`config.mk`:
```
export PLATFORM = sky130hd
export DESIGN_NAME = mul_restore
export DESIGN_NICKNAME = d
export VERILOG_FILES = /design/src/rtl/lifegame_arith_pkg.sv /design/src/rtl/mul_step.sv /design/src/rtl/mul_restore.sv
export SDC_FILE = /design/constraint.sdc
export NUM_CORES = 1
export LEC_CHECK = 0
export CAP_MARGIN = 10
export CORE_MARGIN = 2
export CORE_UTILIZATION = 58
export DETAILED_ROUTE_END_ITERATION = 7
export HOLD_SLACK_MARGIN = 0.06
export MAX_ROUTING_LAYER = met4
export PLACE_DENSITY = 0.81
export SLEW_MARGIN = 20
export SYNTH_ARGS = -nofsm -noshare
export SYNTH_HDL_FRONTEND = slang
export SYNTH_SLANG_ARGS = --single-unit
```
`constraint.sdc`:
```
create_clock -name clk -period 4.31 [get_ports clk]
set_input_delay 0.862 -clock clk [delete_from_list [all_inputs] [get_ports clk]]
set_output_delay 0.862 -clock clk [all_outputs]
set_load 0.005 [all_outputs]
```
`src/rtl/lifegame_arith_pkg.sv`:
```
// Shared arithmetic definitions for the LifeGame datapath blocks (divider and multiplier).
// Contents:
//   ST_IDLE/ST_RUN/ST_DONE  - state encodings shared by the sequential arithmetic units
//   N_WIDTH_DEF/D_WIDTH_DEF - default operand widths, shared with the divider
//   mul_state_e             - typed FSM state built on the shared encodings
//   clog2/cnt_width         - helpers for sizing iteration counters
package lifegame_arith_pkg;

   localparam logic [1:0] ST_IDLE = 2'd0;
   localparam logic [1:0] ST_RUN  = 2'd1;
   localparam logic [1:0] ST_DONE = 2'd2;

   localparam int unsigned N_WIDTH_DEF = 8;
   localparam int unsigned D_WIDTH_DEF = 2;

   typedef enum logic [1:0] {
      StIdle = ST_IDLE,
      StRun  = ST_RUN,
      StDone = ST_DONE
   } mul_state_e;

   function automatic int unsigned clog2(input int unsigned value);
      int unsigned res;
      res = 0;
      while ((32'd1 << res) < value) begin
         res = res + 1;
      end
      return res;
   endfunction

   // A counter needs at least one bit even when only one iteration is run.
   function automatic int unsigned cnt_width(input int unsigned iterations);
      return (clog2(iterations) < 1) ? 1 : clog2(iterations);
   endfunction

endpackage

```
`src/rtl/mul_step.sv`:
```
// One shift-add multiplier iteration (purely combinational).
// Ports:
//   acc_i/acc_o       - running accumulator in / next
//   mcand_i/mcand_o   - multiplicand, shifted left by one each step
//   mplier_i/mplier_o - multiplier, shifted right by one each step; bit 0 selects the add
module mul_step #(
   parameter int unsigned P_WIDTH = 10,
   parameter int unsigned D_WIDTH = 2
) (
   input  logic [P_WIDTH-1:0] acc_i,
   input  logic [P_WIDTH-1:0] mcand_i,
   input  logic [D_WIDTH-1:0] mplier_i,
   output logic [P_WIDTH-1:0] acc_o,
   output logic [P_WIDTH-1:0] mcand_o,
   output logic [D_WIDTH-1:0] mplier_o
);

   always_comb begin
      acc_o    = mplier_i[0] ? (acc_i + mcand_i) : acc_i;
      mcand_o  = mcand_i << 1;
      mplier_o = mplier_i >> 1;
   end

endmodule

```
`src/rtl/mul_restore.sv`:
```
// Sequential shift-add multiplier: product = quotient * denominator + remain.
// Rebuilds a numerator from a divider result, one multiplier bit per cycle, constant latency.
// Ports:
//   clk, rst_n    - clock (rising edge), asynchronous active-low reset
//   start         - request strobe, sampled only when idle
//   quotient      - multiplicand (N_WIDTH)
//   denominator   - multiplier (D_WIDTH)
//   remain        - addend (D_WIDTH)
//   busy          - high while computing or holding a result
//   result_valid  - product is valid; held until result_ready
//   result_ready  - consumer accepts the product
//   product       - quotient*denominator + remain (N_WIDTH+D_WIDTH)
//   rem_err       - only with MUL_RESTORE_REM_CHECK_EN defined: the operands are not a legal
//                   divider output (denominator==0 or remain>=denominator); valid with result_valid
module mul_restore
   import lifegame_arith_pkg::*;
#(
   parameter int unsigned N_WIDTH = N_WIDTH_DEF,
   parameter int unsigned D_WIDTH = D_WIDTH_DEF
) (
   input  logic                         clk,
   input  logic                         rst_n,
   input  logic                         start,
   input  logic [N_WIDTH-1:0]           quotient,
   input  logic [D_WIDTH-1:0]           denominator,
   input  logic [D_WIDTH-1:0]           remain,
   output logic                         busy,
   output logic                         result_valid,
   input  logic                         result_ready,
   output logic [N_WIDTH+D_WIDTH-1:0]   product
`ifdef MUL_RESTORE_REM_CHECK_EN
   ,
   output logic                         rem_err
`endif
);

   localparam int unsigned P_WIDTH = N_WIDTH + D_WIDTH;
   localparam int unsigned CNT_W   = cnt_width(D_WIDTH);
   localparam logic [CNT_W-1:0] CNT_LAST = CNT_W'(D_WIDTH - 1);

   mul_state_e           state_q,   state_d;
   logic [P_WIDTH-1:0]   acc_q,     acc_d;
   logic [P_WIDTH-1:0]   mcand_q,   mcand_d;
   logic [D_WIDTH-1:0]   mplier_q,  mplier_d;
   logic [CNT_W-1:0]     cnt_q,     cnt_d;
   logic [P_WIDTH-1:0]   product_q, product_d;

   logic [P_WIDTH-1:0]   step_acc;
   logic [P_WIDTH-1:0]   step_mcand;
   logic [D_WIDTH-1:0]   step_mplier;

   mul_step #(
      .P_WIDTH (P_WIDTH),
      .D_WIDTH (D_WIDTH)
   ) u_mul_step (
      .acc_i    (acc_q),
      .mcand_i  (mcand_q),
      .mplier_i (mplier_q),
      .acc_o    (step_acc),
      .mcand_o  (step_mcand),
      .mplier_o (step_mplier)
   );

   always_ff @(posedge clk or negedge rst_n) begin
      if (!rst_n) begin
         state_q   <= StIdle;
         acc_q     <= '0;
         mcand_q   <= '0;
         mplier_q  <= '0;
         cnt_q     <= '0;
         product_q <= '0;
      end else begin
         state_q   <= state_d;
         acc_q     <= acc_d;
         mcand_q   <= mcand_d;
         mplier_q  <= mplier_d;
         cnt_q     <= cnt_d;
         product_q <= product_d;
      end
   end

   always_comb begin
      state_d   = state_q;
      acc_d     = acc_q;
      mcand_d   = mcand_q;
      mplier_d  = mplier_q;
      cnt_d     = cnt_q;
      product_d = product_q;
      unique case (state_q)
         StIdle: begin
            if (start) begin
               mcand_d  = P_WIDTH'(quotient);
               mplier_d = denominator;
               acc_d    = P_WIDTH'(remain);
               cnt_d    = '0;
               state_d  = StRun;
            end
         end
         StRun: begin
            acc_d    = step_acc;
            mcand_d  = step_mcand;
            mplier_d = step_mplier;
            cnt_d    = cnt_q + CNT_W'(1);
            // Always exactly D_WIDTH iterations, even once mplier is exhausted.
            if (cnt_q == CNT_LAST) begin
               state_d   = StDone;
               product_d = step_acc;
            end
         end
         StDone: begin
            if (result_ready) begin
               state_d = StIdle;
            end
         end
         default: begin
            state_d = StIdle;
         end
      endcase
   end

   always_comb begin
      busy         = (state_q != StIdle);
      result_valid = (state_q == StDone);
      product      = product_q;
   end

`ifdef MUL_RESTORE_REM_CHECK_EN
   logic rem_err_q, rem_err_d;

   always_ff @(posedge clk or negedge rst_n) begin
      if (!rst_n) begin
         rem_err_q <= 1'b0;
      end else begin
         rem_err_q <= rem_err_d;
      end
   end

   always_comb begin
      rem_err_d = rem_err_q;
      if ((state_q == StIdle) && start) begin
         rem_err_d = (denominator == '0) || (remain >= denominator);
      end else if ((state_q == StDone) && result_ready) begin
         rem_err_d = 1'b0;
      end
   end

   // Flag is captured at start but only presented alongside the result.
   always_comb begin
      rem_err = rem_err_q && (state_q == StDone);
   end
`endif

endmodule
```
==> results.cfg, run 1 <==
[outcome]
status = completed

[worst_setup_path]
r2r-start = state_q[0]
cpMaxStageDelayCell = dfrtp_1
worstReg2RegEnd = product[8]
r2r_slack_ns = 1.63
critical_path.endpoint_type = output pin
critPathKind = reg2out
crit_buf_inv = 1
cp-start-kind = flip-flop
worstPathMaxFanout = 30
crit_family = flip-flops
slowest_delay_ns = 0.84
reg2regPathDepth = 4
crit_chain = or2_2, clkdlybuf4s50_1
arrival_ns = 1.89
worst_ep_required_time_ns = 3.45

[route]
vias = 1616
top_layer_used = met4
drcViolationCount = 0
avgRoutedWirePerCell_um = 14.4
wirelength_met1_um = 1930
vias_per_cell = 5.69
antenna_left = 0
wl_met3_um = 146
wl_um = 4090
drtIter0Drc = 116
dr_wl_met2_um = 1960
detail_route.first_pass.iterations = 4

[synth]
yosys.area.top_type = dfrtp_1
synthArstFlopShare_pct = 100
synth-seq-cells = 35
yosysSeqAreaShare_pct = 43.6
yosysUniqueCellTypes = 36
yosysWarnings = 0
netlist_top_cells_count = 35 x dfrtp_1, 34 x nand2_1, 26 x o21ai_0
netlist_area_sq_mm = 0.00201
synthesis.nets = 240
avgSynthCellArea_sq_um = 9.39
synth_top_area_share_pct = 43.6
synth_edf_count = 0
synth.area.top_cells = dfrtp_1 44%, o21ai_0 6.5%, nand2_1 6.4%
ys.flop_type = dfrtp_1
synth.most_common_cell = dfrtp_1
netlist_instances = 214

[timing]
slew_viol_final = 0
setup_viol = 0
hold_slack_ns = 0.485
min_period_ns = 2.75
rsz0062_at_grt = false
finalHoldViolCount = 0
fin_skew_ns = 0.0125
post-route-period-util_pct = 63.9
setup_ws_ns = 1.56
worstMarginPinSlew_ns = 0.778
fmax_mhz = 363
slew_headroom_pct = 48.1
tns_ns = 0

[die]
die_w_um = 62.9
io_pins = 28
die_area_sq_mm = 0.00395
core_area_sq_mm = 0.00334
fp.dieH_um = 62.9
rows = 21
start_util_pct = 60.2

[grt]
first_global_vias = 1563
antenna_found_initial = 0
grt_usage_pct = 23.9
grt_max_degree = 36
grt_first_pass_wirelength_um = 7260
gr-total-overflow = 0

[hold_path]
hold_class = reg2reg
hold_depth = 2
min_from = product[4]
min_to = product[4]

[run]
drv_cap = 0

[layout]
layout-drive-gt1-share_pct = 5.88
fin_nets = 263
n_antenna_cell = 0
fin_util_pct = 70.3
synthToLayoutAreaGrowth_pct = 16.8
fillers = 267

[place]
dp_slack_ns = 1.70
port_buffers = 27
hpwl_um = 2970
gp_congestion = 0.804

[cts]
cts_hold_buffers = 0
post_cts_resized = 0
htree_levels = 2
cts_buffers = 5
cts_root_buffer = clkbuf_4
clock_sinks = 35
clk_latency_ns = 0.34
clk_path_buf_depth = 2
cts.clk_slew.worst_paths_ns = 0.11
post_cts_buffers = 0
cts_tree = done

[power]
cellPowerDensity_mw_per_mm2 = 680
p_leak_nw = 1.05
vdd_drop_max_mv = 0.343
metrics by stage:
stage,total power (W),instances,area (sq um)
CTS,0.00160,284,2350
detailed placement,0.00143,276,2300
global placement,0.00138,276,2300
floorplan,0.00118,214,2010
global route,0.00175,284,2350
finish,0.00160,284,2350
tightest hold or removal path: cells and delay by family, from the launching register on:
family / cells / cell delay [ns]
AO/OA/AOI/OAI: 1 / 0.06
AND/OR/NAND/NOR: 1 / 0.04
flip-flops: 1 / 0.35
routing by layer:
layer / track usage, % / up-vias
li1: - / 813
met1: 30.9 / 761
met2: 37.6 / 36
met3: 4.32 / 6
met4: 8.61 / 0
met5: - / -
layout by cell type (no fill, tap or decap), drive strengths merged, types with 2 or more instances in the layout:
cell type      synthesis  layout
a21o                   4       4
a21oi                 20      20
a22o                   6       6
and3b                  8       8
and4                   2       2
clkbuf                 8       7
clkdlybuf4s50          0      27
dfrtp                 35      35
ha                     9       9
inv                    3       3
mux2i                  7       7
nand2                 34      34
nand2b                 5       5
nand3                  4       4
nor2                   5       5
nor2b                  4       4
nor3b                  5       5
o211ai                 3       3
o21ai                 26      26
o21bai                 2       2
o22a                   2       2
or2                    2       2
xnor2                  5       5
xor2                   2       2
where the power goes:
group / internal (W) / switching [W]
logic: 0.000398 / 0.000379
clock network: 0.0000636 / 0.000108
registers: 0.000467 / 0.000180
total: 0.000929 / 0.000667
state kept, by name, indices dropped and copies added (netlist names):
signal and flops:
mcand_q 10, cnt_q 1, product 10, state_q 2, mplier_q 2, acc_q 10
worst max path at each step:
stage	start	end	slack, ns	cells after the start
detailed placement	state_q[0]	product[9]	1.70	4
global route	state_q[0]	product[8]	1.36	4
finish	state_q[0]	busy	1.56	2
CTS	state_q[0]	busy	1.56	2
global placement	state_q[0]	product[9]	1.80	4
floorplan	acc_q[0]	acc_q[8]	2.19	8
logic make-up after synthesis:
kind of cell	share of synthesized area [%]
simple gates	20.1
compound gates	19.7
flops	43.6
buf+inv	2.93
fa+ha+maj	6.60
mux	4.05
xor+xnor	3.05
final cells by class:
type                            instances  area (sq um)  share of cell area [%]
Clock buffer                            7          45.0                    1.92
Clock inverter                          1          5.00                   0.213
Inverter                                3          11.3                   0.480
Multi-Input combinational cell        164          1070                    45.8
Sequential cell                        35           876                    37.3
Tap cell                               46          57.6                    2.45
Timing Repair Buffer                   28           278                    11.8
Power figures use the tool's default switching activity.
==> run 2, diff against run 1 <==
--- a/config.mk
+++ b/config.mk
@@ -7,11 +7,11 @@
 export LEC_CHECK = 0
 export CAP_MARGIN = 10
 export CORE_MARGIN = 2
-export CORE_UTILIZATION = 58
+export CORE_UTILIZATION = 54
 export DETAILED_ROUTE_END_ITERATION = 7
 export HOLD_SLACK_MARGIN = 0.06
 export MAX_ROUTING_LAYER = met4
-export PLACE_DENSITY = 0.81
+export PLACE_DENSITY = 0.76
 export SLEW_MARGIN = 20
 export SYNTH_ARGS = -nofsm -noshare
 export SYNTH_HDL_FRONTEND = slang
==> constraint.sdc (replaced) <==
create_clock -name clk -period 2.68 [get_ports clk]
set_input_delay 0.536 -clock clk [delete_from_list [all_inputs] [get_ports clk]]
set_output_delay 0.536 -clock clk [all_outputs]
set_load 0.005 [all_outputs]
==> run 2 against run 1 <==
Sequential share of layout area down 1.3 points. Sequential cell count unchanged. Clock power up 140%. Combinational power up 69%. Via count up 0.93%. Non-clock buffer count up 4. Core utilization down 3.0 points. Die area up 6.9%. Worst setup slack worse by 1.2 ns. Clock skew down 0.0084 ns. First-iteration DRC count down 34%. Highest routed layer unchanged.
==> results.cfg, run 2 (synthesis gave the netlist of run 1 again) <==
[cts]
post_cts_buffers = 0
cts_buffers = 5
cts_root_buffer = clkbuf_8
clock_sinks = 35
cts_hold_buffers = 0
cts.clk_slew.worst_paths_ns = 0.07
post_cts_resized = 0
htree_levels = 2
clk_path_buf_depth = 2
cts_tree = done
clk_latency_ns = 0.29

[worst_setup_path]
cp-start-kind = flip-flop
crit_buf_inv = 0
worstPathMaxFanout = 4
r2r-start = mcand_q[0]
slowest_delay_ns = 0.42
crit_chain = ha_1, fa_1, a21o_1, a21oi_2, o21ai_0, o41ai_2, xor2_1, o21ai_0
cp-startpoint = mcand_q[0]
worst_ep_required_time_ns = 2.85
arrival_ns = 2.51
cpMaxStageDelayCell = dfrtp_1
crit_family = compound AO/OA/AOI/OAI gates
critPathKind = reg2reg
cp_common_cell = o21ai_0
critical_path.endpoint_type = flip-flop

[route]
wl_um = 4030
avgRoutedWirePerCell_um = 13.9
vias_per_cell = 5.62
vias = 1631
drtIter0Drc = 77
antenna_left = 0
drcViolationCount = 0
detail_route.first_pass.iterations = 4

[timing]
setup_viol = 0
rsz0062_at_grt = false
tns_ns = 0
hold_slack_ns = 0.476
fmax_mhz = 427
worstMarginPinSlew_ns = 0.764
setup_ws_ns = 0.339
slew_viol_final = 0
post-route-period-util_pct = 87.3
finalHoldViolCount = 0
slew_headroom_pct = 49.1
fin_skew_ns = 0.00406
min_period_ns = 2.34

[layout]
synthToLayoutAreaGrowth_pct = 20.9
seq_area_sq_um = 876
layout_commonest_cell = dfrtp_1
multi_input_area_sq_mm = 0.00107
n_antenna_cell = 0
fillers = 306
layout-drive-gt1-share_pct = 7.85
fin_nets = 267
mostFrequentLayoutCells = 35 x dfrtp_1, 34 x nand2_1, 27 x clkdlybuf4s50_1, 26 x o21ai_0, 19 x a21oi_1

[die]
die_w_um = 65
rows = 22
fp.dieH_um = 65
die_area_sq_mm = 0.00423
start_util_pct = 55.7
core_area_sq_mm = 0.00361
io_pins = 28

[outcome]
status = completed

[place]
hpwl_um = 2980
dp_slack_ns = 0.356
port_buffers = 27
gp_congestion = 0.916

[grt]
gr-total-overflow = 0
first_global_vias = 1529
grt_usage_pct = 23.0
antenna_found_initial = 0
grt_max_degree = 36
grt_first_pass_wirelength_um = 7080

[hold_path]
hold_class = reg2reg
min_from = product[4]

[run]
drv_cap = 0

[power]
cellPowerDensity_mw_per_mm2 = 1120
p_leak_nw = 1.09
finalPower_w = 0.00273
vdd_drop_max_mv = 0.590
-- run 2: area by class of cell --
type	count	share of cell area (%)
repair buffers	32	12.7
multi-input cells	164	44.2
clock buffers	8	4.12
inverters	3	0.463
flip-flops and latches	35	36.0
well taps	48	2.47
-- run 2: worst reg2reg max path: stages (launching register included) --
cell,delay (ns)
dfrtp_1,0.42
ha_1,0.24
fa_1,0.41
a21o_1,0.21
a21oi_2,0.20
o21ai_0,0.13
o41ai_2,0.37
xor2_1,0.17
o21ai_0,0.08
-- run 2: path summary, 6_finish.rpt --
kind | slack [ns] | cells past startpoint | to
max | 0.34 | 8 | acc_q[8]
min in group asynchronous | 0.66 | 2 | mcand_q[2]
max reg2reg | 0.34 | 8 | acc_q[8]
min | 0.48 | 2 | product[4]
min reg2reg | 0.48 | 2 | product[4]
max in group asynchronous | 1.70 | 2 | product[7]
-- run 2: per-stage QoR --
step / utilization (%) / instances / instance area [sq um]
global route: 67.4 / 290 / 2430
detailed placement: 64.6 / 282 / 2330
floorplan: - / 214 / 2010
global placement: 64.6 / 282 / 2330
finish: 67.4 / 290 / 2430
CTS: 67.4 / 290 / 2430
-- run 2: per-layer routing --
metal	track usage [%]	vias to the layer above	share of wire (%)
li1	-	814	-
met1	29.0	775	48
met3	4.69	6	3.4
met5	-	-	0
met2	36.2	36	47
met4	9.57	0	1.9
-- run 2: where the power goes --
part | switching (W) | total (W) | internal [W]
clock network | 0.000183 | 0.000417 | 0.000234
logic | 0.000639 | 0.00131 | 0.000668
registers | 0.000253 | 0.00101 | 0.000754
total | 0.00108 | 0.00273 | 0.00166
==> run 3, diff against run 2 <==
--- a/config.mk
+++ b/config.mk
@@ -8,6 +8,7 @@
 export CAP_MARGIN = 10
 export CORE_MARGIN = 2
 export CORE_UTILIZATION = 54
+export CTS_CLUSTER_DIAMETER = 100
 export DETAILED_ROUTE_END_ITERATION = 7
 export HOLD_SLACK_MARGIN = 0.06
 export MAX_ROUTING_LAYER = met4
==> results of run 3 <==
No change in the layout: final DEF, timing and power equal those of run 2.
